--- config.mk ---
export PLATFORM = sky130hd
export DESIGN_NAME = dmem_sync
export DESIGN_NICKNAME = d
export VERILOG_FILES = /design/src/rtl/dmem_sync_pkg.sv /design/src/rtl/dmem_sync_lane_align.sv /design/src/rtl/dmem_sync.sv
export SDC_FILE = /design/constraint.sdc
export NUM_CORES = 1
export LEC_CHECK = 0
export CAP_MARGIN = 20
export CORE_UTILIZATION = 50
export DETAILED_ROUTE_END_ITERATION = 10
export GPL_ROUTABILITY_DRIVEN = 0
export PLACE_DENSITY = 0.69
export SETUP_SLACK_MARGIN = 0.3
export SYNTH_ARGS = -nofsm -noshare
export SYNTH_HDL_FRONTEND = slang
export SYNTH_SLANG_ARGS = --single-unit
--- constraint.sdc ---
create_clock -name clk -period 3.9 [get_ports clk]
set_input_delay 0.975 -clock clk [delete_from_list [all_inputs] [get_ports clk]]
set_output_delay 0.975 -clock clk [all_outputs]
set_load 0.02 [all_outputs]
--- src/rtl/dmem_sync_pkg.sv ---
// Shared definitions for the synchronous data memory.
// Holds the access-size encodings, the controller state type and a helper
// that maps a size code to a byte count.
package dmem_sync_pkg;

  typedef enum logic [1:0] {
    SZ_B = 2'b00,
    SZ_H = 2'b01,
    SZ_W = 2'b10,
    SZ_D = 2'b11
  } size_e;

  typedef enum logic {
    ST_INIT = 1'b0,
    ST_IDLE = 1'b1
  } state_e;

  // Number of bytes touched by an access of the given size code.
  function automatic int unsigned size_bytes(input logic [1:0] sz);
    return 32'd1 << sz;
  endfunction

endpackage

--- src/rtl/dmem_sync_lane_align.sv ---
// Combinational lane steering for dmem_sync.
// Ports:
//   size      - access size code (byte/half/word/dword)
//   off       - byte offset of the access inside the memory word
//   uns       - 1 = zero-extend loads, 0 = sign-extend
//   wdata     - store data, sub-word data in the low bits
//   rword     - full memory word being read
//   be        - byte-enable mask for the store
//   wshift    - store data moved into its byte lanes
//   rdata     - load data moved to the LSBs and extended
//   align_err - offset is illegal for the size (or size illegal for DATA_W)
module dmem_lane_align
  import dmem_sync_pkg::*;
#(
  parameter int unsigned DATA_W = 32,
  parameter int unsigned LB     = 2
) (
  input  logic [1:0]          size,
  input  logic [LB-1:0]       off,
  input  logic                uns,
  input  logic [DATA_W-1:0]   wdata,
  input  logic [DATA_W-1:0]   rword,
  output logic [DATA_W/8-1:0] be,
  output logic [DATA_W-1:0]   wshift,
  output logic [DATA_W-1:0]   rdata,
  output logic                align_err
);

  localparam int unsigned NB = DATA_W / 8;

  int unsigned          nbytes;
  int unsigned          nbits;
  int unsigned          offi;
  logic [DATA_W-1:0]    sh;

  always_comb begin
    offi   = 32'(off);
    nbytes = size_bytes(size);
    // A dword on a 32-bit memory is rejected anyway; clamp so the lane
    // arithmetic below stays inside the word.
    if (nbytes > NB) nbytes = NB;
    nbits  = nbytes * 8;

    be = '0;
    for (int unsigned i = 0; i < NB; i++) begin
      if ((i >= offi) && (i < offi + nbytes)) be[i] = 1'b1;
    end

    wshift = wdata << (offi * 8);
    sh     = rword >> (offi * 8);

    rdata = '0;
    for (int unsigned i = 0; i < DATA_W; i++) begin
      if (i < nbits) rdata[i] = sh[i];
      else           rdata[i] = uns ? 1'b0 : sh[nbits-1];
    end

    align_err = 1'b0;
    case (size_e'(size))
      SZ_B: align_err = 1'b0;
      SZ_H: align_err = off[0];
      SZ_W: align_err = (off[1:0] != 2'b00);
      SZ_D: align_err = (DATA_W == 32) || (off != '0);
      default: align_err = 1'b1;
    endcase
  end

endmodule

--- src/rtl/dmem_sync.sv ---
// Synchronous data memory for the MIPS datapath.
// Byte-addressed byte/half/word/dword loads and stores with a registered
// read port, an optional zero-fill sweep after reset, and detection and
// saturating counting of misaligned or out-of-range requests.
// Ports:
//   clk, rst_n - clock, asynchronous active-low reset
//   Ewr, Erd   - write / read request
//   Size, Uns  - access size code, zero-extend select for loads
//   Addr       - byte address
//   WData      - store data (sub-word data in the low bits)
//   MOut       - registered load data, MValid pulses when it is new
//   Ready      - requests are accepted
//   Misalign   - pulses the cycle after a rejected request
//   ErrCnt     - saturating count of rejected requests
module dmem_sync
  import dmem_sync_pkg::*;
#(
  parameter int unsigned DATA_W         = 32,
  parameter int unsigned DEPTH          = 32,
  parameter int unsigned ADDR_W         = 32,
  parameter int unsigned CLEAR_ON_RESET = 1,
  parameter int unsigned ERR_W          = 8
) (
  input  logic              clk,
  input  logic              rst_n,
  input  logic              Ewr,
  input  logic              Erd,
  input  logic [1:0]        Size,
  input  logic              Uns,
  input  logic [ADDR_W-1:0] Addr,
  input  logic [DATA_W-1:0] WData,
  output logic [DATA_W-1:0] MOut,
  output logic              MValid,
  output logic              Ready,
  output logic              Misalign,
  output logic [ERR_W-1:0]  ErrCnt
);

  localparam int unsigned NB = DATA_W / 8;
  localparam int unsigned LB = $clog2(NB);
  localparam int unsigned IW = ADDR_W - LB;
  localparam int unsigned XW = (DEPTH > 1) ? $clog2(DEPTH) : 1;
  localparam logic [IW-1:0] DEPTH_V = IW'(DEPTH);
  localparam logic [XW-1:0] LAST    = XW'(DEPTH - 1);

  logic [DATA_W-1:0] mem [DEPTH];

  state_e          state, state_nx;
  logic [XW-1:0]   idx, idx_nx;

  logic [IW-1:0]     word_idx;
  logic [LB-1:0]     off;
  logic [XW-1:0]     widx;
  logic [DATA_W-1:0] rword;
  logic [NB-1:0]     be;
  logic [DATA_W-1:0] wshift;
  logic [DATA_W-1:0] rdata;
  logic              align_err;
  logic              req, bad, rej, wr_ok, rd_ok, sweep_we;

  assign word_idx = Addr[ADDR_W-1:LB];
  assign off      = Addr[LB-1:0];
  assign widx     = word_idx[XW-1:0];
  assign rword    = mem[widx];

  dmem_lane_align #(
    .DATA_W (DATA_W),
    .LB     (LB)
  ) u_align (
    .size      (Size),
    .off       (off),
    .uns       (Uns),
    .wdata     (WData),
    .rword     (rword),
    .be        (be),
    .wshift    (wshift),
    .rdata     (rdata),
    .align_err (align_err)
  );

  assign Ready    = (state == ST_IDLE);
  assign req      = Ready && (Ewr || Erd);
  assign bad      = (word_idx >= DEPTH_V) || align_err || (Ewr && Erd);
  assign rej      = req && bad;
  assign wr_ok    = req && !bad && Ewr;
  assign rd_ok    = req && !bad && Erd;
  assign sweep_we = (state == ST_INIT) && (CLEAR_ON_RESET != 0);

  always_ff @(posedge clk or negedge rst_n) begin
    if (!rst_n) begin
      state <= ST_INIT;
      idx   <= '0;
    end else begin
      state <= state_nx;
      idx   <= idx_nx;
    end
  end

  always_comb begin
    state_nx = state;
    idx_nx   = idx;
    case (state)
      ST_INIT: begin
        if (CLEAR_ON_RESET != 0) begin
          idx_nx = idx + 1'b1;
          if (idx == LAST) begin
            state_nx = ST_IDLE;
            idx_nx   = '0;
          end
        end else begin
          state_nx = ST_IDLE;
        end
      end
      ST_IDLE: state_nx = ST_IDLE;
      default: state_nx = ST_INIT;
    endcase
  end

  // The array has no reset; only the sweep or an accepted store writes it.
  always_ff @(posedge clk) begin
    if (sweep_we) begin
      mem[idx] <= '0;
    end else if (wr_ok) begin
      for (int unsigned b = 0; b < NB; b++) begin
        if (be[b]) mem[widx][8*b +: 8] <= wshift[8*b +: 8];
      end
    end
  end

  always_ff @(posedge clk or negedge rst_n) begin
    if (!rst_n) begin
      MOut     <= '0;
      MValid   <= 1'b0;
      Misalign <= 1'b0;
      ErrCnt   <= '0;
    end else begin
      MValid   <= rd_ok;
      Misalign <= rej;
      if (rd_ok) MOut <= rdata;
      if (rej && (ErrCnt != '1)) ErrCnt <= ErrCnt + 1'b1;
    end
  end

endmodule

==> load_flow_metrics.sql, run 1 <==
INSERT INTO impl_metrics (metric_group, metric, value, unit) VALUES
('route', 'vias_per_cell', '6.04', ''),
('clocking', 'cts.root.buffer_cell', 'clkbuf_16', ''),
('pwr', 'p_total', '0.0234', 'W'),
('worst_hold_path', 'hold_path.class', 'in2async', ''),
('sta', 'timing_worst_slew_pin_value', '1.09', 'ns'),
('global_route', 'pin_count_of_the_biggest_net_entering_global_routing', '55', ''),
('floorplan', 'dieArea', '86700', 'µm²'),
('yosys', 'postSynthRegisterBits', '1072', ''),
('pwr', 'static-leakage-power', '19.8', 'nW'),
('yosys', 'synth_enable_flop_cells', '1024', ''),
('worst_setup_path', 'critical_path_peak_fanout', '8', ''),
('sta', 'finalWorstSetupSlack', '0.370', 'ns'),
('clocking', 'cts_num_sinks', '1072', ''),
('sta', 'fin_crit_sh', '90.5', '%'),
('cells_and_area', 'numnets_final', '2670', ''),
('floorplan', 'row_count', '106', ''),
('run', 'timing.max_cap.violations', '0', ''),
('sta', 'final_hold_viol_count', '0', ''),
('yosys', 'yosys.area.top_type', 'edfxtp_1', ''),
('cells_and_area', 'filler_cell_count', '5546', ''),
('floorplan', 'floorplan.die.width', '295', 'µm'),
('sta', 'finClkSkew', '0.0344', 'ns'),
('clocking', 'worst_setup_hold_path_clk_slew', '0.06', 'ns'),
('yosys', 'synth_area', '42800', 'µm²'),
('route', 'remaining_drc_errors', '0', ''),
('route', 'drt-total-wl', '106', 'mm'),
('cells_and_area', 'final_area', '53000', 'µm²'),
('sta', 'slew-limit-headroom', '25.4', '%'),
('worst_setup_path', 'worst_setup_path_start_kind', 'input port', ''),
('yosys', 'synth.yosys.seq_area_share', '74.7', '%'),
('sta', 'final_max_slew_viol_count', '0', ''),
('route', 'postRouteAntennaNets', '0', ''),
('worst_setup_path', 'timing.critical_path.required', '4.27', 'ns'),
('pwr', 'peakVddDrop', '341', 'µV'),
('yosys', 'synthTopCellsByArea', 'edfxtp_1, mux4_2, dfrtp_1', ''),
('yosys', 'yosys_warning_total', '0', ''),
('global_route', 'antenna_found_initial', '3', ''),
('sta', 'fmax', '283', 'MHz'),
('floorplan', 'floorplan.die.height', '295', 'µm'),
('cells_and_area', 'drive_above_1_share', '36.6', '%'),
('global_route', 'first_global_vias', '23500', ''),
('cells_and_area', 'syn2layout_area_growth', '24.0', '%'),
('route', 'drt_first_pass_iters', '6', ''),
('pwr', 'power_per_cell_area', '441', 'nW/µm²'),
('yosys', 'mappedNetlistNets', '2237', ''),
('yosys', 'synthCells', '2160', ''),
('route', 'wire_per_inst', '27.9', 'µm'),
('global_route', 'grt_pass1_wl', '156', 'mm'),
('clocking', 'tritoncts_clock_tree', 'done', ''),
('yosys', 'synth_commonest_cells', 'edfxtp_1, mux4_2, nor2_1', ''),
('global_route', 'globalRouteOverflowTotal', '0', ''),
('yosys', 'synthMostInstantiatedCell', 'edfxtp_1', ''),
('sta', 'final.min_clock_period', '3.53', 'ns'),
('place', 'postPlaceCellArea', '48900', 'µm²'),
('worst_setup_path', 'cp_data_arrival_time', '3.90', 'ns'),
('yosys', 'netlist-cell-type-count', '56', ''),
('floorplan', 'io_pins', '114', ''),
('floorplan', 'coreArea', '84200', 'µm²'),
('clocking', 'clock_tree.buffer_depth', '3', ''),
('cells_and_area', 'number_of_antenna_diodes', '0', ''),
('worst_setup_path', 'worst-setup-path-type', 'in2reg', ''),
('clocking', 'h_tree_depth', '3', ''),
('yosys', 'async_reset_ff_share', '4.48', '%'),
('clocking', 'clock_latency', '0.67', 'ns'),
('sta', 'grt_setup_unrepaired', 'yes', ''),
('route', 'drtIter0Drc', '2565', ''),
('yosys', 'syn_avg_cell_area', '19.8', 'µm²'),
('place', 'placement.io_buffers', '113', ''),
('yosys', 'yosys.area.top_type_share', '71.9', '%'),
('worst_setup_path', 'end_kind', 'register', ''),
('cells_and_area', 'final_core_util', '63.0', '%'),
('route', 'vias', '23000', ''),
('place', 'worst_case_setup_slack_after_placement', '-0.975', 'ns'),
('sta', 'total_setup_violations_reported_at_the_end_of_the_flow', '0', ''),
('floorplan', 'initial_core_util', '50.8', '%'),
('clocking', 'number_of_buffers_created_by_cts', '108', ''),
('run_status', 'status', 'completed', ''),
('place', 'detailedPlacementHpwl', '70.8', 'mm'),
('global_route', 'gr-usage-all-layers', '25.1', '%'),
('yosys', 'synth_flop_cell', 'edfxtp_1', '');
-- path summary, 6_finish.rpt --
check	from	endpoint	slack, ns	depth (start not counted)
min in group clk	MOut[13]	MOut[13]	0.48	2
max reg2reg	mem[5][23]	MOut[16]	0.89	7
min	rst_n	MOut[31]	0.48	1
min reg2reg	MOut[13]	MOut[13]	0.48	2
max in group asynchronous	rst_n	ErrCnt[2]	2.68	2
max	Size[0]	mem[23][15]	0.37	18
-- what timing repair did --
| item | 4_1_cts | 5_1_grt |
|---|---|---|
| resized for setup | 103 | 8 |
| pin swaps | 38 | 7 |
| hold buffers | 0 | 0 |
| buffers inserted | 20 | 0 |
| gates cloned | 9 | 0 |
| endpoints found under the setup margin | 1984 | 1533 |
-- layer usage --
metal	wire, µm	vias up	global-route usage, %
met5	69	-	0.510
met4	3680	4	8.52
met3	10200	200	6.39
met2	50100	1134	38.6
met1	42400	12000	35.0
li1	-	9715	-
-- stage by stage --
| stage | setup TNS, ns | hold WS, ns | instances |
|---|---|---|---|
| after floorplan | -284.72 | 0.550 | 2160 |
| after global placement | -1382.41 | 0.478 | 3584 |
| after detailed placement | -1445.55 | 0.480 | 3584 |
| after CTS | 0 | 0.493 | 3808 |
| after global routing | 0 | 0.510 | 3812 |
| final | 0 | 0.479 | 3812 |
-- logic make-up after synthesis --
family                     count (synthesis)  share of synthesized area, %
xor gates and xnor gates                   7                         0.143
muxes                                    348                          16.3
buffers and inverters                    138                          1.58
DFF                                     1072                          74.7
AOI/OAI and AO/OA                        196                          3.04
adders and majority gates                  6                         0.193
and+or+nand+nor                          393                          4.11
-- cell type report --
class                   count  area (µm²)  area share, %
flip-flops and latches   1072       32000           60.3
multi-input cells         958       11400           21.4
inverters                  10        40.0         0.0755
clock buffers             128        2840           5.36
clock inverters            67         543           1.02
repair buffers            443        4880           9.21
well taps                1134        1420           2.68
-- state kept, by name, indices dropped and copies added (netlist names) --
register  cells
MOut         32
Ready         1
MValid        1
mem        1024
idx           5
Misalign      1
ErrCnt        8
-- cell usage in the layout (no fill, tap or decap), types with 5 or more instances in the layout --
cell | Yosys | layout
edfxtp_1 | 1024 | 1024
mux4_2 | 277 | 277
buf_4 | 20 | 211
clkbuf_16 | 0 | 111
clkdlybuf4s50_1 | 0 | 104
buf_12 | 0 | 96
nor2_4 | 0 | 92
nor2_1 | 226 | 87
mux2i_1 | 67 | 65
nor2_2 | 0 | 55
dfrtp_1 | 48 | 48
nand2_1 | 50 | 42
o22ai_1 | 37 | 37
o21ai_0 | 33 | 31
a21oi_1 | 32 | 28
clkinv_1 | 2 | 25
buf_6 | 4 | 25
a211oi_1 | 31 | 23
clkinv_2 | 0 | 23
nand3_1 | 18 | 18
nand2b_1 | 20 | 17
nor2b_1 | 18 | 17
clkbuf_1 | 63 | 17
nor3_1 | 16 | 15
a22o_1 | 14 | 14
a21oi_2 | 10 | 12
a31oi_1 | 14 | 10
a211oi_4 | 0 | 8
and2_1 | 8 | 8
o211ai_1 | 8 | 8
bufinv_16 | 0 | 8
a22oi_1 | 7 | 7
nand4_1 | 6 | 6
clkinvlp_4 | 0 | 6
inv_1 | 7 | 5
nor4_1 | 5 | 5
-- power by group --
group	total, W	switching (W)	internal [W]
Sequential	0.0125	0.0000385	0.0124
Combinational	0.000982	0.000544	0.000439
Clock	0.00993	0.00422	0.00570
-- critical path, cell delays in order --
cell and delay, ns:
clkbuf_2 0.09, or2_4 0.27, inv_4 0.07, ha_4 0.13, inv_2 0.04, fa_2 0.56
a21oi_2 0.06, a211o_1 0.26, nand4_1 0.09, buf_6 0.16, buf_6 0.11, mux2i_2 0.23
buf_4 0.16, o21ai_2 0.09, buf_12 0.19, buf_12 0.13, nor2_4 0.12, buf_12 0.14
Power figures use the tool's default switching activity.
==> run 2: changes to the inputs <==
Settings changed: CTS_CLUSTER_DIAMETER set to 30.
==> load_flow_metrics.sql, run 2 (same netlist as run 1, synthesis figures left out) <==
INSERT INTO impl_metrics (metric_group, metric, value, unit) VALUES
('floorplan', 'floorplan.die.width', '295', 'µm'),
('global_route', 'pin_count_of_the_biggest_net_entering_global_routing', '55', ''),
('worst_setup_path', 'worst_setup_path_start_kind', 'input port', ''),
('pwr', 'power_per_cell_area', '522', 'nW/µm²'),
('pwr', 'peakVddDrop', '456', 'µV'),
('sta', 'final.min_clock_period', '3.58', 'ns'),
('clocking', 'h_tree_depth', '4', ''),
('sta', 'fin_crit_sh', '91.7', '%'),
('worst_setup_path', 'critical_path_peak_fanout', '8', ''),
('worst_setup_path', 'timing.critical_path.required', '4.31', 'ns'),
('pwr', 'power_frac_comb', '3.4', '%'),
('floorplan', 'row_count', '106', ''),
('pwr', 'switching_power', '0.00617', 'W'),
('worst_hold_path', 'hold_path.class', 'in2async', ''),
('cells_and_area', 'layout_common_cells', 'edfxtp_1, mux4_2, buf_4, clkbuf_16', ''),
('pwr', 'static-leakage-power', '21.1', 'nW'),
('place', 'placedCellCount', '3584', ''),
('sta', 'finClkSkew', '0.0225', 'ns'),
('floorplan', 'initial_core_util', '50.8', '%'),
('cells_and_area', 'largest_reg_flops', '1024', ''),
('route', 'vias', '23800', ''),
('cells_and_area', 'most_common_cell_after_layout_fill_and_taps_aside', 'edfxtp_1', ''),
('cells_and_area', 'drive_above_1_share', '40.0', '%'),
('route', 'wire_per_inst', '28.3', 'µm'),
('global_route', 'grt_pass1_wl', '164', 'mm'),
('cells_and_area', 'final_area', '56000', 'µm²'),
('cells_and_area', 'numnets_final', '2755', ''),
('cells_and_area', 'final_core_util', '66.5', '%'),
('clocking', 'clock_latency', '0.74', 'ns'),
('floorplan', 'floorplan.die.height', '295', 'µm'),
('worst_setup_path', 'worst_path_largest_cell_delay', '0.57', 'ns'),
('cells_and_area', 'filler_cell_count', '5142', ''),
('sta', 'final_hold_viol_count', '0', ''),
('cells_and_area', 'final_cells', '3963', ''),
('pwr', 'p_sw_share', '21.1', '%'),
('floorplan', 'io_pins', '114', ''),
('sta', 'slew-limit-headroom', '25.0', '%'),
('pwr', 'clock_power_share', '53.8', '%'),
('pwr', 'p_total', '0.0292', 'W'),
('pwr', 'sequentialPowerShare', '42.8', '%'),
('route', 'drt-total-wl', '112', 'mm'),
('floorplan', 'dieArea', '86700', 'µm²'),
('route', 'vias_per_cell', '6.01', ''),
('run_status', 'status', 'completed', ''),
('clocking', 'clock_tree.buffer_depth', '3', ''),
('clocking', 'tritoncts_clock_tree', 'done', ''),
('global_route', 'first_global_vias', '24700', ''),
('cells_and_area', 'registers.top_by_ff_count', 'mem', ''),
('place', 'postPlaceCellArea', '48900', 'µm²'),
('worst_setup_path', 'worstPathCellList', 'buf_6 > or2_4 > inv_4 > ha_4 > inv_2 > fa_2 > nor2b_2 > a211o_1 > nand4_1 > buf_6 > buf_6 > buf_6 > mux2i_2 > buf_4 > o21ai_4 > buf_12 > buf_12 > nor2_4', ''),
('sta', 'total_setup_violations_reported_at_the_end_of_the_flow', '0', ''),
('sta', 'fmax', '280', 'MHz'),
('route', 'postRouteAntennaNets', '0', ''),
('pwr', 'p_int', '0.0230', 'W'),
('route', 'drt_first_pass_iters', '6', ''),
('global_route', 'globalRouteOverflowTotal', '0', ''),
('sta', 'grt_setup_unrepaired', 'no', ''),
('worst_setup_path', 'regToRegSetupSlack', '0.86', 'ns'),
('worst_setup_path', 'end_kind', 'register', ''),
('clocking', 'worst_setup_hold_path_clk_slew', '0.05', 'ns'),
('sta', 'timing_worst_slew_pin_value', '1.09', 'ns'),
('clocking', 'number_of_buffers_created_by_cts', '181', ''),
('place', 'placement.io_buffers', '113', ''),
('route', 'drtIter0Drc', '2849', ''),
('global_route', 'antenna_found_initial', '2', ''),
('worst_setup_path', 'cp_data_arrival_time', '3.99', 'ns'),
('worst_setup_path', 'worst-setup-path-type', 'in2reg', ''),
('clocking', 'cts_num_sinks', '1072', ''),
('global_route', 'gr-usage-all-layers', '26.4', '%'),
('worst_setup_path', 'crit_top_cell', 'buf_6', ''),
('cells_and_area', 'syn2layout_area_growth', '30.9', '%'),
('worst_setup_path', 'worst_path_slowest_cell', 'fa_2', ''),
('route', 'remaining_drc_errors', '0', ''),
('floorplan', 'coreArea', '84200', 'µm²'),
('place', 'detailedPlacementHpwl', '70.8', 'mm'),
('sta', 'final_max_slew_viol_count', '0', ''),
('clocking', 'cts.root.buffer_cell', 'clkbuf_16', ''),
('run', 'timing.max_cap.violations', '0', ''),
('cells_and_area', 'reg.largest.list', 'mem (1024), MOut (32), ErrCnt (8)', '');
==> run 2: routing by layer <==
metal  wire, µm  share of wire, %  GRT usage [%]
met1      43400                39           36.6
met2      54200                48           41.4
met3      11500                10           6.46
met4       2800               2.5           8.54
met5          0                 0              0
==> run 2: final timing paths <==
kind | startpoint | to | cells past startpoint
worst max-delay path | Size[0] | mem[3][8] | 18
worst min-delay path | rst_n | MOut[10] | 1
worst max register to register | mem[7][3] | MOut[3] | 9
worst min register to register | MOut[13] | MOut[13] | 2
max in group asynchronous | rst_n | ErrCnt[1] | 2
min in group clk | MOut[13] | MOut[13] | 2
==> run 2: cell type report <==
cell class | instances | area [µm²] | share of cell area (%)
diodes | 2 | 5.00 | 0.00894
clock buffers | 204 | 4700 | 8.39
clock inverters | 128 | 1420 | 2.54
inverters | 10 | 43.8 | 0.0782
multi-input cells | 958 | 11400 | 20.3
flip-flops and latches | 1072 | 32000 | 57.1
well taps | 1134 | 1420 | 2.53
repair buffers | 455 | 5080 | 9.07
==> run 2: power groups by stage <==
stage / registers [W] / clock network, W / logic (W)
after global routing: 0.0125 / 0.0163 / 0.00103
final: 0.0125 / 0.0157 / 0.000985
after floorplan: 0.0128 / 0 / 0.000493
after global placement: 0.0127 / 0 / 0.000939
after detailed placement: 0.0127 / 0 / 0.000953
after CTS: 0.0125 / 0.0159 / 0.000974
==> run 2: what timing repair did <==
item                       in CTS  in global routing
hold buffers                    0                  0
setup buffers                  30                  5
pin swaps                      37                 12
resized for setup              96                 11
cloned                          9                  0
setup endpoints to repair    1917               1431
==> run 2: worst max-delay path: cells and delay by family <==
kind            cells  cell delay (ns)
fa+ha+maj           2             0.70
simple gates        4             0.64
mux                 1             0.23
compound gates      2             0.36
buf+inv             9             1.05
==> run 2: through the flow <==
stage                     hold WS [ns]  worst slack (ns)  TNS [ns]
after global placement           0.478            -0.925  -1382.41
after global routing             0.462             0.275         0
after detailed placement         0.480            -0.975  -1445.55
after CTS                        0.416             0.275         0
after floorplan                  0.550            -0.287   -284.72
final                            0.407             0.322         0
==> edit: new RTL, config.mk and constraints of run 1 <==
Reset style: synchronous (`rst_n`), changed in 2 clocked blocks. Comments in the files are not updated.
--- a/src/rtl/dmem_sync.sv
+++ b/src/rtl/dmem_sync.sv
@@ -86,7 +86,7 @@
   assign rd_ok    = req && !bad && Erd;
   assign sweep_we = (state == ST_INIT) && (CLEAR_ON_RESET != 0);
 
-  always_ff @(posedge clk or negedge rst_n) begin
+  always_ff @(posedge clk) begin
     if (!rst_n) begin
       state <= ST_INIT;
       idx   <= '0;
@@ -127,7 +127,7 @@
     end
   end
 
-  always_ff @(posedge clk or negedge rst_n) begin
+  always_ff @(posedge clk) begin
     if (!rst_n) begin
       MOut     <= '0;
       MValid   <= 1'b0;
Function: not settled (the Yosys comparison gave no result); the edit may change what the design does.
==> edit against run 1 <==
  * Via count grew 4.3%
  * Synthesized area rose by 0.27%
  * Cell count is 3.7% higher
  * Worst setup slack lost 0.12 ns
  * Wire length rose by 2.6%
  * Clock power up 0.5%
  * Final area fell by 0.38%
  * Synthesized cell count up 6.9%
  * Power rose by 2.0%
  * Sequential cell count unchanged
==> edit: results <==
group,metric,value,unit
clock_network,cts_buffers,104,
logic_synthesis,synth.area.top_cells,"edfxtp_1, mux4_2, mux2i_1, dfxtp_1, nor2_1",
detailed_routing,first_pass_iters,6,
detailed_routing,drt_iter0_markers,3012,
global_routing,grt_pass1_wl,158000,µm
power_and_ir_drop,power.switching,5.02,mW
critical_path,critPathMaxStageDelay,0.48,ns
final_layout,fin_nets,2801,
hold_path,hp-start,"MOut[7]$_SDFFE_PN0P_",
timing,hold_slack,0.531,ns
detailed_routing,wirelength,109000,µm
run_status,outcome,"complete, no violations",
global_routing,first_global_vias,23900,
critical_path,r2r_cells,8,
placed_design,port-buffer-count,113,
timing,fin_skew,0.0312,ns
critical_path,critPathLaunch,"Size[1]",
placed_design,dpl_cell_area,0.0484,mm²
logic_synthesis,synth_ff_type,"edfxtp_1",
placed_design,dp_slack,-0.973,ns
logic_synthesis,synthArstFlopShare,0,
logic_synthesis,yosysSeqAreaShare,0.739,
placed_design,dp_cells,3743,
timing,tightest_slew,1.02,ns
critical_path,cp_max_fo,8,
logic_synthesis,synth.top_cells.by_count,"edfxtp_1, nor2_1, mux2i_1",
final_layout,n_fill_cell,5801,
critical_path,timing.reg2reg.setup_slack,1.02,ns
logic_synthesis,synth_fp_nets,2386,
detailed_routing,vias,24000,
detailed_routing,wl_per_cell,27.6,µm
final_layout,n_antenna_cell,0,
clock_network,clk_path_buf_depth,3,
clock_network,clkLatencyLatePin,0.68,ns
power_and_ir_drop,pwr-share-seq,0.527,
hold_path,hold_end,"MOut[7]$_SDFFE_PN0P_",
critical_path,r2r_start,"mem[19][23]$_DFFE_PP_",
final_layout,drive_gt1_frac,0.316,
logic_synthesis,synth-edff-count,1024,
logic_synthesis,ys_types,62,
global_routing,grt_max_degree,63,
power_and_ir_drop,p_per_area,452,mW/mm²
critical_path,cp.arrival,3.99,ns
critical_path,r2r-end,"MOut[18]$_SDFFE_PN0P_",
clock_network,h-tree-depth,3,
power_and_ir_drop,leakage,19.8,nW
power_and_ir_drop,ir_drop,336,µV
global_routing,antenna_found_initial,7,
power_and_ir_drop,p_clk,9.98,mW
hold_path,hold_class,"reg2reg",
hold_path,min_path_cells,2,
clock_network,cts_root_buf,"clkbuf_16",
logic_synthesis,yosys_warnings,0,
critical_path,path_delay_family,"simple AND/OR/NAND/NOR gates",
placed_design,hpwl,73900,µm
global_routing,grt_usage,0.252,
logic_synthesis,avgSynthCellArea,18.6,µm²
-- edit: cell count changes after synthesis, moves of 17 or more --
cell / before / now
a221oi_1: 0 / 29
o22ai_1: 37 / 86
dfxtp_1: 0 / 48
buf_4: 20 / 3
mux4_2: 277 / 188
mux2i_1: 67 / 193
dfrtp_1: 48 / 0
o21ai_0: 33 / 54
and3_1: 4 / 21
-- edit: how the worst max path moves through the flow --
stage	to	slack [ns]
final	mem[3][11]$_DFFE_PP_	0.25
after global routing	mem[23][3]$_DFFE_PP_	0.21
after CTS	mem[27][6]$_DFFE_PP_	0.33
after detailed placement	mem[5][4]$_DFFE_PP_	-0.97
after global placement	mem[1][9]$_DFFE_PP_	-0.90
after floorplan	mem[0][6]$_DFFE_PP_	-0.30
-- edit: layer usage --
| layer | vias to the layer above | GRT usage | wire length [µm] |
|---|---|---|---|
| met5 | - | 0 | 44 |
| met2 | 1337 | 0.382 | 50500 |
| met1 | 12200 | 0.362 | 44000 |
| met3 | 179 | 0.0612 | 12100 |
| met4 | 6 | 0.0795 | 2550 |
| li1 | 10200 | - | - |
-- edit: layout make-up --
cell class	instances	area, µm²	share of cell area
clock buffer	128	2860	0.0542
inverter	8	32.5	0.000616
sequential	1072	31700	0.600
timing repair buffer	452	4850	0.0917
tap	1144	1430	0.0271
multi-input combinational	1086	11400	0.215
clock inverter	64	567	0.0107
-- edit: timing repair --
item,CTS,global route
endpoints found under the setup margin,1534,1239
hold endpoints to repair,0,0
cloned,0,0
pin swaps,5,27
resized for setup,75,161
setup buffers,5,14
-- edit: cells by family after synthesis --
logic type,synth area share
AO/OA/AOI/OAI,0.0452
XOR/XNOR,0.00143
adder cells (fa/ha/maj),0.00193
buffers and inverters,0.0168
flip-flops,0.739
multiplexers,0.153
AND/OR/NAND/NOR,0.0420
